==> src/rtl/seg7_pkg.sv <==
`default_nettype none
// ============================================================================
//  Package : seg7_pkg
//  Brief   : Shared 7-segment glyph type and active-high segment patterns
//            ({g,f,e,d,c,b,a}) used by the BCD scanner and its decoder.
//  Rev     : 1.0  initial release
// ============================================================================
package seg7_pkg;

  // One glyph, bit order {g,f,e,d,c,b,a}, 1 = segment lit.
  typedef logic [6:0] seg7_t;

  // Decimal digit glyphs 0..9.
  localparam seg7_t SEG7_LUT [0:9] = '{
    7'b0111111,  // 0
    7'b0000110,  // 1
    7'b1011011,  // 2
    7'b1001111,  // 3
    7'b1100110,  // 4
    7'b1101101,  // 5
    7'b1111101,  // 6
    7'b0000111,  // 7
    7'b1111111,  // 8
    7'b1101111   // 9
  };

  // Non-decimal codes show a dash; blanked digits show nothing.
  localparam seg7_t SEG7_DASH  = 7'b1000000;
  localparam seg7_t SEG7_BLANK = 7'b0000000;

endpackage : seg7_pkg
`default_nettype wire

==> src/rtl/bcd_to_seg7.sv <==
`default_nettype none
// ============================================================================
//  Module : bcd_to_seg7
//  Brief  : Combinational BCD to 7-segment decoder (active-high glyphs).
//           Codes 10..15 render as a dash; i_blank forces all segments off.
//  Rev    : 1.0  initial release
// ============================================================================
module bcd_to_seg7
  import seg7_pkg::*;
(
  input  logic [3:0] i_bcd,
  input  logic       i_blank,
  output seg7_t      o_seg
);

  // Blanking overrides the glyph; anything outside 0..9 becomes a dash.
  always_comb begin
    o_seg = SEG7_DASH;
    if (i_blank) begin
      o_seg = SEG7_BLANK;
    end else if (i_bcd <= 4'd9) begin
      o_seg = SEG7_LUT[i_bcd];
    end
  end

endmodule : bcd_to_seg7
`default_nettype wire

==> src/rtl/bcd_seg7_scanner.sv <==
`default_nettype none
// ============================================================================
//  Module : bcd_seg7_scanner
//  Brief  : Multiplexed common-anode 7-segment driver. Scans one digit per
//           refresh slot with a leading all-off gap, snapshots the BCD and
//           decimal-point inputs once per frame, and blanks leading zeros.
//           All outputs are registered.
//  Rev    : 1.0  initial release
// ============================================================================
module bcd_seg7_scanner
  import seg7_pkg::*;
#(
  parameter int NUM_DIGITS     = 4,
  parameter int REFRESH_DIV    = 100000,
  parameter int BLANK_CYCLES   = 1000,
  parameter int SEG_ACTIVE_LOW = 1,
  parameter int LZ_BLANK       = 1
) (
  input  logic                          i_clock,
  input  logic                          i_reset,
  input  logic                          i_enable,
  input  logic [4*NUM_DIGITS-1:0]       i_bcd_digits,
  input  logic [NUM_DIGITS-1:0]         i_dp_in,
  output logic [NUM_DIGITS-1:0]         o_anode,
  output logic [6:0]                    o_segments,
  output logic                          o_dp,
  output logic [$clog2(NUM_DIGITS)-1:0] o_digit_idx
);

  localparam int c_PW = $clog2(REFRESH_DIV);
  localparam int c_IW = $clog2(NUM_DIGITS);

  localparam logic [c_PW-1:0] c_PRESC_MAX = c_PW'(REFRESH_DIV - 1);
  localparam logic [c_PW-1:0] c_BLANK     = c_PW'(BLANK_CYCLES);
  localparam logic [c_IW-1:0] c_IDX_MAX   = c_IW'(NUM_DIGITS - 1);
  // Polarity mask applied only at the output register.
  localparam logic            c_POL       = (SEG_ACTIVE_LOW != 0);
  localparam logic            c_LZ_EN     = (LZ_BLANK != 0);

  // Scan state
  logic [c_PW-1:0]         r_presc;
  logic [c_IW-1:0]         r_idx;
  logic                    r_running;   // enabled on the previous clock
  logic [4*NUM_DIGITS-1:0] r_snap_bcd;
  logic [NUM_DIGITS-1:0]   r_snap_dp;

  // Output registers (already in pin polarity)
  logic [NUM_DIGITS-1:0]   r_anode;
  seg7_t                   r_seg;
  logic                    r_dp;
  logic [c_IW-1:0]         r_idx_out;

  logic                    w_presc_tc;
  logic                    w_idx_tc;
  logic                    w_load_snap;
  logic [NUM_DIGITS-1:0]   w_lz_blank;
  logic                    w_upper_zero;
  logic [3:0]              w_cur_bcd;
  logic                    w_cur_dp;
  logic                    w_cur_blank;
  seg7_t                   w_cur_seg;
  logic [NUM_DIGITS-1:0]   w_anode_nxt;
  seg7_t                   w_seg_nxt;
  logic                    w_dp_nxt;

  assign w_presc_tc  = (r_presc == c_PRESC_MAX);
  assign w_idx_tc    = (r_idx == c_IDX_MAX);
  // A new frame starts on the wrap back to digit 0 or on the first enabled clock.
  assign w_load_snap = i_enable && (!r_running || (w_presc_tc && w_idx_tc));

  // Prescaler and digit index advance; disable parks the scan at digit 0.
  always_ff @(posedge i_clock or posedge i_reset) begin
    if (i_reset) begin
      r_presc   <= '0;
      r_idx     <= '0;
      r_running <= 1'b0;
    end else if (!i_enable) begin
      r_presc   <= '0;
      r_idx     <= '0;
      r_running <= 1'b0;
    end else begin
      r_running <= 1'b1;
      if (w_presc_tc) begin
        r_presc <= '0;
        r_idx   <= w_idx_tc ? '0 : r_idx + 1'b1;
      end else begin
        r_presc <= r_presc + 1'b1;
      end
    end
  end

  // Frame snapshot of the digit and decimal-point inputs (prevents tearing).
  always_ff @(posedge i_clock or posedge i_reset) begin
    if (i_reset) begin
      r_snap_bcd <= '0;
      r_snap_dp  <= '0;
    end else if (w_load_snap) begin
      r_snap_bcd <= i_bcd_digits;
      r_snap_dp  <= i_dp_in;
    end
  end

  // Leading-zero mask: digit k is blanked when it and everything above it is 0.
  always_comb begin
    w_lz_blank   = '0;
    w_upper_zero = 1'b1;
    for (int k = NUM_DIGITS - 1; k > 0; k--) begin
      w_upper_zero  = w_upper_zero && (r_snap_bcd[4*k +: 4] == 4'd0);
      w_lz_blank[k] = c_LZ_EN && w_upper_zero;
    end
  end

  // Select the snapshot fields of the digit currently in its slot.
  always_comb begin
    w_cur_bcd   = 4'd0;
    w_cur_dp    = 1'b0;
    w_cur_blank = 1'b0;
    for (int k = 0; k < NUM_DIGITS; k++) begin
      if (r_idx == c_IW'(k)) begin
        w_cur_bcd   = r_snap_bcd[4*k +: 4];
        w_cur_dp    = r_snap_dp[k];
        w_cur_blank = w_lz_blank[k];
      end
    end
  end

  bcd_to_seg7 u_dec (
    .i_bcd   (w_cur_bcd),
    .i_blank (w_cur_blank),
    .o_seg   (w_cur_seg)
  );

  // Slot shaping: dark gap first, then the selected anode unless the digit is blanked.
  always_comb begin
    w_anode_nxt = '0;
    w_seg_nxt   = SEG7_BLANK;
    w_dp_nxt    = 1'b0;
    if (r_presc >= c_BLANK) begin
      w_seg_nxt = w_cur_seg;
      w_dp_nxt  = w_cur_dp;
      for (int k = 0; k < NUM_DIGITS; k++) begin
        if ((r_idx == c_IW'(k)) && !w_cur_blank) begin
          w_anode_nxt[k] = 1'b1;
        end
      end
    end
  end

  // Output register with polarity applied; disable or reset forces everything dark.
  always_ff @(posedge i_clock or posedge i_reset) begin
    if (i_reset) begin
      r_anode   <= {NUM_DIGITS{c_POL}};
      r_seg     <= {7{c_POL}};
      r_dp      <= c_POL;
      r_idx_out <= '0;
    end else if (!i_enable) begin
      r_anode   <= {NUM_DIGITS{c_POL}};
      r_seg     <= {7{c_POL}};
      r_dp      <= c_POL;
      r_idx_out <= '0;
    end else begin
      r_anode   <= w_anode_nxt ^ {NUM_DIGITS{c_POL}};
      r_seg     <= w_seg_nxt ^ {7{c_POL}};
      r_dp      <= w_dp_nxt ^ c_POL;
      r_idx_out <= r_idx;
    end
  end

  assign o_anode     = r_anode;
  assign o_segments  = r_seg;
  assign o_dp        = r_dp;
  assign o_digit_idx = r_idx_out;

endmodule : bcd_seg7_scanner
`default_nettype wire

==> config.mk <==
export PLATFORM = sky130hd
export DESIGN_NAME = bcd_seg7_scanner
export DESIGN_NICKNAME = d
export VERILOG_FILES = /design/src/rtl/seg7_pkg.sv /design/src/rtl/bcd_to_seg7.sv /design/src/rtl/bcd_seg7_scanner.sv
export SDC_FILE = /design/constraint.sdc
export NUM_CORES = 1
export LEC_CHECK = 0
export ABC_AREA = 1
export CORE_MARGIN = 1.5
export CORE_UTILIZATION = 52
export DETAILED_ROUTE_END_ITERATION = 12
export MAX_ROUTING_LAYER = met4
export PLACE_DENSITY = 0.85
export SLEW_MARGIN = 20
export SYNTH_ARGS = -nofsm -noshare
export SYNTH_HDL_FRONTEND = slang
export SYNTH_SLANG_ARGS = --single-unit
==> constraint.sdc <==
create_clock -name i_clock -period 4.1 [get_ports i_clock]
set_input_delay 0.41 -clock i_clock [delete_from_list [all_inputs] [get_ports i_clock]]
set_output_delay 0.41 -clock i_clock [all_outputs]
set_load 0.02 [all_outputs]
==> results of run 1 <==
==> worst paths after layout <==
check	start	endpoint	slack (ns)	cells past startpoint
max	r_idx[1]	o_segments[3]	1.71	13
min	r_presc[0]	r_presc[0]	0.47	1
max reg2reg	r_idx[1]	o_segments[3]	1.71	13
min reg2reg	r_presc[0]	r_presc[0]	0.47	1
max in group asynchronous	i_reset	r_snap_bcd[2]	3.01	2
min in group asynchronous	i_reset	r_snap_bcd[15]	0.55	2
==> critical path, cell delays in order (launching register included) <==
cell and delay, ns:
dfrtp_1 0.42, inv_1 0.08, ha_1 0.29, inv_2 0.13, nand3_1 0.08, nand2_1 0.08, o211ai_1 0.09, nand2_1 0.17
inv_1 0.13, ha_1 0.22, or2_2 0.29, a21oi_1 0.18, nor2_2 0.10, nand2_1 0.07
==> kinds of logic after synthesis <==
family | share of synthesized area
and+or+nand+nor | 0.342
DFF | 0.471
buffers and inverters | 0.0751
AOI/OAI and AO/OA | 0.0384
adders and majority gates | 0.0518
xor gates and xnor gates | 0.0211
==> cell type report <==
cell class	count	area (um2)
Sequential cell	54	1370
Tap cell	72	90.1
Inverter	42	159
Fill cell	471	2050
Multi-Input combinational cell	269	1320
Clock inverter	3	21.3
Clock buffer	5	68.8
Timing Repair Buffer	37	368
==> power by group through the flow <==
stage	clock network (mW)	registers (mW)	logic [mW]
floorplan	0	0.584	0.0933
global placement	0	0.590	0.129
detailed placement	0	0.591	0.134
CTS	0.305	0.581	0.135
global route	0.325	0.585	0.155
finish	0.296	0.581	0.133
==> routing by layer <==
layer	wire (um)	vias to the layer above
met3	336	11
met5	0	-
met4	97	0
met1	2680	1114
met2	2570	96
li1	-	1248
==> metrics by stage <==
step / power [mW] / hold WS (ns) / worst slack (ns) / instance area, um2 / cells
detailed placement: 0.725 / 0.458 / 1.75 / 3300 / 474
finish: 1.01 / 0.469 / 1.71 / 3390 / 482
global placement: 0.718 / 0.450 / 1.84 / 3300 / 474
global route: 1.06 / 0.500 / 1.53 / 3390 / 482
floorplan: 0.677 / 0.424 / 2.05 / 2900 / 375
CTS: 1.02 / 0.471 / 1.72 / 3390 / 482
==> flip-flops by register name, indices dropped and copies added (netlist names) <==
signal and flops:
r_idx 2, o_anode 4, o_digit_idx 2, o_dp 1, r_snap_bcd 16, o_segments 7, r_snap_dp 4, r_running 1
r_presc 17
==> synthesized netlist by cell type (2+ instances only) <==
master and instances:
nand2_1 112, nor2_1 47, nand3_1 43, dfrtp_1 42, inv_1 38, dfstp_2 12, ha_1 12, a21oi_1 10
nor3_1 7, xor2_1 6, nand4_1 5, nor2_2 5, inv_2 4, buf_2 3, nand2_2 3, nand3b_1 3
nor3b_1 3, o211ai_1 3, o21ai_0 3, or2_2 3, buf_1 2, buf_6 2, clkbuf_1 2
==> qor.csv, run 1 <==
metric,value,unit
die width,77.7,um
post-synthesis cell type count,28,
Post-CTS Setup Bufs,0,
"Seq/Total Area, Yosys",0.471,
Clock Latency Late Sink,0.32,ns
Pwr Density,298,nW/um2
period utilization,0.582,
Vias/cell,5.12,
grt ovf,0,
fmax,419,MHz
final core occ,0.623,
initial antenna violation count,0,
Yosys reg bits,54,
Synth warnings,0,
largest cells by area after synthesis,"dfrtp_1 (36%), nand2_1 (15%), dfstp_2 (11%)",
VDD IR max,204,uV
P_leak,1.58,nW
gr busiest metal,met2,
Wirelength per Cell,11.8,um
max cap viols,0,
ys async rst share,1.00,
worst clock skew,0.0109,ns
arrival time at the worst endpoint,2.64,ns
worst path required time,4.36,ns
clk sink count,54,
first-pass GRT wire length,10.0,mm
DRC viols,0,
Fin Setup TNS,0,ns
die height,77.7,um
Final GP Congestion,0.960,
clock power share,0.293,
Pint,0.738,mW
worst slew pin tran,0.878,ns
synthesized cell area,2900,um2
max-slew violations,0,
cts hold-fix bufs,0,
drt pass-1 iters,5,
CP Max Fanout,8,
Num CTS Buffers,5,
I/O pin count,37,
status,completed,
Area growth syn-to-layout,16.9,%
Total GRT Usage,0.216,
Core ar.,5440,um2
Die Area,6030,um2
Comb power frac,0.132,
"commonest non-fill, non-tap cell in the layout",nand2_1,
DP HPWL,4.27,mm
Cell Rows,27,
Mapped Nets,410,
GRT met2 Usage,0.327,
DR vias,2469,
cts repair resizes,0,
WL final,5.68,mm
CTS root buffer,clkbuf_8,
CTS tree,done,
share of the synthesized area in the top cell type,0.363,
"Hold Vio Cnt, Final",0,
Worst Setup End Kind,flip-flop,
H-tree Lvls,2,
Gate Count Post-Synth,375,
leading area contributor after synthesis,dfrtp_1,
Finish-stage setup viols,0,
min cycle time layout,2.39,ns
met3 Usage GRT,0.0459,
global routing usage on met1,0.284,
largest net degree at the start of global routing,55,
clk slew on worst S/H paths,0.09,ns
top_reg_cell synth,dfrtp_1,
share of cells above drive strength 1,0.0902,
DRT iter0 DRCs,223,
vias in the first global route,2281,
nets@finish,444,
Slew HR,0.415,
P_sw,0.273,mW
IO Port Bufs,36,
mean area per synthesized cell,7.73,um2
DRT antenna net count,0,
Ant. Diodes,0,
Sw Share,0.270,
clk buf depth,2,
initial core utilization,0.533,
number of synthesized flops with an enable pin,0,
most frequent cells in the layout,"nand2_1 (112), nor2_1 (47), nand3_1 (43)",
RSZ-0062 raised after global routing,false,
crit path kind,reg -> reg,
Flop pwr share,0.575,
Worst setup SP type,flip-flop,
min-delay worst type,reg -> reg,
No activity file was read; power rests on OpenSTA's default activity.
==> run 2: changes to the inputs <==
- CORE_UTILIZATION: 52 -> 50
- clock period: 4.1 -> 2.07 ns (I/O delays scaled with it)
==> qor.csv, run 2 (synthesized netlist as in run 1, its figures left out) <==
metric,value,unit,change
Top reg by flops,r_presc,,unchanged
CP Cell Sequence,inv_4 -> ha_4 -> inv_1 -> o211ai_1 -> nand2_1 -> buf_6 -> ha_2 -> nand3b_1 -> nand2_1 -> inv_1 -> nand2_1 -> nand2_1,,was inv_1 -> ha_1 -> inv_2 -> nand3_1 -> nand2_1 -> o211ai_1 -> nand2_1 -> inv_1 -> ha_1 -> or2_2 -> a21oi_1 -> nor2_2 -> nand2_1
Total GRT Usage,0.230,,was 0.216
IO Port Bufs,36,,unchanged
Most common cell on crit path,nand2_1,,unchanged
worst clock skew,0.00580,ns,was 0.0109 ns
"Hold Vio Cnt, Final",0,,unchanged
DR vias,2572,,"was 2,469"
Worst Setup End Kind,flip-flop,,unchanged
status,completed,,unchanged
multi-input logic area,1390,um2,was 1320 um2
Reg2Reg Depth,12,,was 13
Clock Latency Late Sink,0.30,ns,was 0.32 ns
initial antenna violation count,0,,unchanged
DP Area,3410,um2,was 3300 um2
Finish-stage setup viols,0,,unchanged
Ant. Diodes,0,,unchanged
r2r setup slk,0.09,ns,was 1.71 ns
die height,79.1,um,was 77.7 um
Area growth syn-to-layout,24.7,%,was 16.9%
worst slew pin tran,0.502,ns,was 0.878 ns
"commonest non-fill, non-tap cell in the layout",nand2_1,,unchanged
min cycle time layout,1.98,ns,was 2.39 ns
DP HPWL,4.65,mm,was 4.27 mm
drt pass-1 iters,6,,was 5
nets@finish,461,,was 444
DRT antenna net count,0,,unchanged
vias in the first global route,2428,,"was 2,281"
initial core utilization,0.523,,was 0.533
CTS root buffer,clkbuf_8,,unchanged
min-delay worst type,in -> async,,was reg -> reg
worst r2r src,r_idx[0],,was r_idx[1]
Cell Rows,27,,unchanged
Num CTS Buffers,5,,unchanged
Vias/cell,5.15,,was 5.12
critical path's slowest cell,dfrtp_2,,was dfrtp_1
Pwr Density,572,nW/um2,was 298 nW/um2
Worst setup SP type,flip-flop,,unchanged
Wirelength per Cell,13.2,um,was 11.8 um
CTS tree,done,,unchanged
VDD IR max,374,uV,was 204 uV
power consumption,2.07,mW,was 1.01 mW
max-slew violations,0,,unchanged
most frequent cells in the layout,"nand2_1 (110), nor2_1 (47), nand3_1 (42)",,"was nand2_1 (112), nor2_1 (47), nand3_1 (43)"
DRT iter0 DRCs,150,,was 223
clk buf depth,2,,unchanged
max reg flops,17,,unchanged
period utilization,0.956,,was 0.582
Slew HR,0.665,,was 0.415
die width,79.1,um,was 77.7 um
Final GP Congestion,0.936,,was 0.960
largest net degree at the start of global routing,33,,was 55
critical path's largest stage delay,0.48,ns,was 0.42 ns
fmax,506,MHz,was 419 MHz
start point of the critical path,r_idx[0],,was r_idx[1]
grt ovf,0,,unchanged
Reg area,1370,um2,about the same
first-pass GRT wire length,11.0,mm,was 10.0 mm
worst path required time,2.31,ns,was 4.36 ns
H-tree Lvls,2,,unchanged
design area,3620,um2,was 3390 um2
fillcell total,469,,was 471
final worst slack,0.0918,ns,was 1.71 ns
clk slew on worst S/H paths,0.09,ns,about the same
clk sink count,54,,unchanged
share of cells above drive strength 1,0.162,,was 0.0902
arrival time at the worst endpoint,2.21,ns,was 2.64 ns
P_leak,1.68,nW,was 1.58 nW
dpl ws,-0.0421,ns,was 1.75 ns
CP Max Fanout,5,,was 8
max cap viols,0,,unchanged
reg-to-reg endpoint,o_segments[5],,was o_segments[3]
WL final,6.61,mm,was 5.68 mm
I/O pin count,37,,unchanged
crit path kind,reg -> reg,,unchanged
DRC viols,0,,unchanged
Die Area,6260,um2,was 6030 um2
Core ar.,5540,um2,was 5440 um2
[run 2: cell types whose count changed in the layout (fill, tap and decap cells not counted), moves of 2 or more]
cell | before | now
buf_4 | 1 | 15
buf_6 | 0 | 2
clkinv_4 | 2 | 0
ha_1 | 12 | 6
ha_2 | 0 | 3
ha_4 | 0 | 3
inv_1 | 37 | 33
inv_2 | 4 | 7
inv_4 | 0 | 2
nand2_1 | 112 | 110
nand2_2 | 3 | 5
[run 2: worst max-delay path by stage]
stage	end
4_1_cts	o_segments[1]
3_5_place_dp	o_segments[1]
3_3_place_gp	o_segments[0]
5_1_grt	o_segments[6]
6_report	o_segments[5]
2_1_floorplan	o_segments[1]
[run 2: per-stage QoR]
stage | util | setup TNS, ns | std cells | hold slack, ns
floorplan | - | 0 | 375 | 0.238
global placement | 0.615 | 0 | 487 | 0.449
detailed placement | 0.615 | -0.243 | 487 | 0.454
CTS | 0.640 | 0 | 496 | 0.254
global route | 0.653 | -0.0632 | 499 | 0.268
finish | 0.653 | 0 | 499 | 0.248
[run 2: critical path, delay by kind of cell, from the launching register on]
family | cells | cell delay, ns
simple gates | 5 | 0.49
fa+ha+maj | 2 | 0.33
buf+inv | 4 | 0.40
compound gates | 1 | 0.22
flops | 1 | 0.48
[run 2: metal layers]
layer | share of wire | wire (um) | vias up | global-route usage
li1 | - | - | 1276 | -
met1 | 0.44 | 2910 | 1171 | 0.299
met2 | 0.47 | 3140 | 106 | 0.356
met3 | 0.055 | 360 | 19 | 0.0402
met4 | 0.030 | 200 | 0 | 0.100
met5 | 0 | 0 | - | -
[run 2: report_power, final]
part           internal (mW)  switching (mW)
Sequential              1.11          0.0467
Combinational          0.138           0.173
Clock                  0.271           0.329
[run 2: timing repair]
| action | in CTS | in global routing |
|---|---|---|
| hold buffers | 0 | 0 |
| pin swaps | 0 | 6 |
| hold endpoints to repair | 0 | 0 |
| setup endpoints to repair | 6 | 7 |
| resized for setup | 8 | 17 |
| buffers inserted | 1 | 3 |
[run 2: cell type report]
cell class | count | share of cell area
Clock buffer | 7 | 0.0239
Clock inverter | 1 | 0.00138
Inverter | 42 | 0.0450
Multi-Input combinational cell | 269 | 0.384
Sequential cell | 54 | 0.378
Tap cell | 72 | 0.0249
Timing Repair Buffer | 54 | 0.143
==> run 3: changes to the inputs <==
--- a/config.mk
+++ b/config.mk
@@ -8,4 +8,6 @@
 export ABC_AREA = 1
+export CELL_PAD_IN_SITES_DETAIL_PLACEMENT = 2
+export CELL_PAD_IN_SITES_GLOBAL_PLACEMENT = 2
 export CORE_MARGIN = 1.5
-export CORE_UTILIZATION = 50
+export CORE_UTILIZATION = 29
 export DETAILED_ROUTE_END_ITERATION = 12
==> constraint.sdc (replaced) <==
create_clock -name i_clock -period 2.07 [get_ports i_clock]
set_input_delay 0.3105 -clock i_clock [delete_from_list [all_inputs] [get_ports i_clock]]
set_output_delay 0.3105 -clock i_clock [all_outputs]
set_load 0.02 [all_outputs]
==> qor.csv, run 3 (synthesized netlist as in run 1, its figures left out) <==
metric,value,unit,change
Hold Slack,0.362,ns,was 0.248 ns
Worst setup SP type,flip-flop,,unchanged
DRC viols,0,,unchanged
initial core utilization,0.298,,was 0.523
Reg area,1370,um2,unchanged
Core ar.,9730,um2,was 5540 um2
max reg flops,17,,unchanged
multi-input logic area,1440,um2,was 1390 um2
critical path's slowest cell,dfrtp_1,,was dfrtp_2
cts hold-fix bufs,0,,unchanged
fillcell total,1140,,was 469
largest net degree at the start of global routing,55,,was 33
clk sink count,54,,unchanged
Most common cell on crit path,nand2_2,,was nand2_1
Ant. Diodes,0,,unchanged
Top reg by flops,r_presc,,unchanged
DP HPWL,6.85,mm,was 4.65 mm
worst path bufs/invs,5,,was 4
max cap viols,0,,unchanged
worst slew pin tran,0.391,ns,was 0.502 ns
period utilization,0.979,,was 0.956
CTS root buffer,clkbuf_8,,unchanged
VDD IR max,292,uV,was 374 uV
worst path required time,2.31,ns,about the same
clk buf depth,2,,unchanged
DRT antenna net count,0,,unchanged
design area,3760,um2,was 3620 um2
Wirelength per Cell,17.7,um,was 13.2 um
"commonest non-fill, non-tap cell in the layout",nand2_1,,unchanged
Num CTS Buffers,5,,unchanged
Area growth syn-to-layout,29.9,%,was 24.7%
I/O pin count,37,,unchanged
Final Instance Count excl. Fillers,561,,was 499
share of cells above drive strength 1,0.192,,was 0.162
first-pass GRT wire length,15.7,mm,was 11.0 mm
CTS tree,done,,unchanged
clk slew on worst S/H paths,0.11,ns,was 0.09 ns
status,completed,,unchanged
Worst Setup End Kind,flip-flop,,unchanged
fmax,493,MHz,was 506 MHz
Post-Place Cells,549,,was 487
Slew HR,0.739,,was 0.665
die height,103,um,was 79.1 um
IO Port Bufs,36,,unchanged
worst clock skew,0.0129,ns,was 0.00580 ns
number of cells on the critical path,16,,was 12
CP Cell Sequence,inv_2 -> ha_4 -> inv_4 -> nand3_2 -> nand2_2 -> nand2_2 -> nand2_2 -> nand2_4 -> inv_2 -> buf_4 -> ha_2 -> nand3b_1 -> nand2_1 -> inv_2 -> nand2_2 -> nand2_2,,was inv_4 -> ha_4 -> inv_1 -> o211ai_1 -> nand2_1 -> buf_6 -> ha_2 -> nand3b_1 -> nand2_1 -> inv_1 -> nand2_1 -> nand2_1
max-slew violations,0,,unchanged
CP Max Fanout,5,,unchanged
DRT iter0 DRCs,87,,was 150
Finish-stage setup viols,0,,unchanged
initial antenna violation count,0,,unchanged
drt pass-1 iters,4,,was 6
final core occ,0.387,,was 0.653
Fin Setup TNS,0,ns,unchanged
min cycle time layout,2.03,ns,was 1.98 ns
min-delay worst type,in -> async,,unchanged
arrival time at the worst endpoint,2.27,ns,was 2.21 ns
Reg2Reg Depth,16,,was 12
WL final,9.93,mm,was 6.61 mm
nets@finish,462,,was 461
Pwr Density,596,nW/um2,was 572 nW/um2
power consumption,2.25,mW,was 2.07 mW
DP Area,3490,um2,was 3410 um2
P_leak,1.69,nW,was 1.68 nW
H-tree Lvls,2,,unchanged
Final GP Congestion,0.879,,was 0.936
Total GRT Usage,0.202,,was 0.230
most frequent cells in the layout,"nand2_1 (105), nor2_1 (47), nand3_1 (41), dfrtp_1 (41), clkdlybuf4s50_1 (36)",,"was nand2_1 (110), nor2_1 (47), nand3_1 (42)"
Vias/cell,4.88,,was 5.15
grt ovf,0,,unchanged
final worst slack,0.0426,ns,was 0.0918 ns
dpl ws,-0.165,ns,was -0.0421 ns
r2r setup slk,0.04,ns,was 0.09 ns
vias in the first global route,3011,,"was 2,428"
crit path kind,reg -> reg,,unchanged
die width,103,um,was 79.1 um
"Hold Vio Cnt, Final",0,,unchanged
"CP delay by family, top",simple AND/OR/NAND/NOR gates,,unchanged
DR vias,2735,,"was 2,572"
critical path's largest stage delay,0.42,ns,was 0.48 ns
Clock Latency Late Sink,0.32,ns,was 0.30 ns
Die Area,10600,um2,was 6260 um2
Cell Rows,36,,was 27
## run 3: cell types whose count changed in the layout (fill, tap and decap cells not counted), sizes merged
cell,change
buf,+1
bufinv,+1
clkbuf,-1
clkinv,-1
clkinvlp,+1
## run 3: final cells by class
class / count / share of cell area
clock buffers: 6 / 0.0193
inverters: 42 / 0.0432
flip-flops and latches: 54 / 0.363
well taps: 133 / 0.0442
multi-input cells: 269 / 0.381
repair buffers: 55 / 0.139
clock inverters: 2 / 0.00997
## run 3: worst paths after layout
path | end | startpoint
worst min register to register | r_presc[0] | r_presc[0]
worst max register to register | o_segments[5] | r_idx[1]
worst min-delay path | r_idx[0] | i_reset
max in group asynchronous | o_segments[5] | i_reset
worst max-delay path | o_segments[5] | r_idx[1]
min in group i_clock | r_presc[0] | r_presc[0]
## run 3: worst min-delay path, stage by stage
cell	delay, ns
clkdlybuf4s50_1	0.41
inv_2	0.07
buf_12	0.27
## run 3: where the power goes
part | switching, mW | internal, mW | total, mW
clock network | 0.375 | 0.362 | 0.737
logic | 0.202 | 0.144 | 0.346
registers | 0.0523 | 1.11 | 1.16
## run 3: timing repair
item / CTS / global route
buffers inserted: 3 / 1
resized for setup: 14 / 25
setup endpoints to repair: 7 / 7
pin swaps: 3 / 10
## run 3: per-layer routing
metal	track usage	wire, um
met4	0.0582	221
met1	0.245	4180
met2	0.355	5300
met3	0.0224	227
met5	-	0
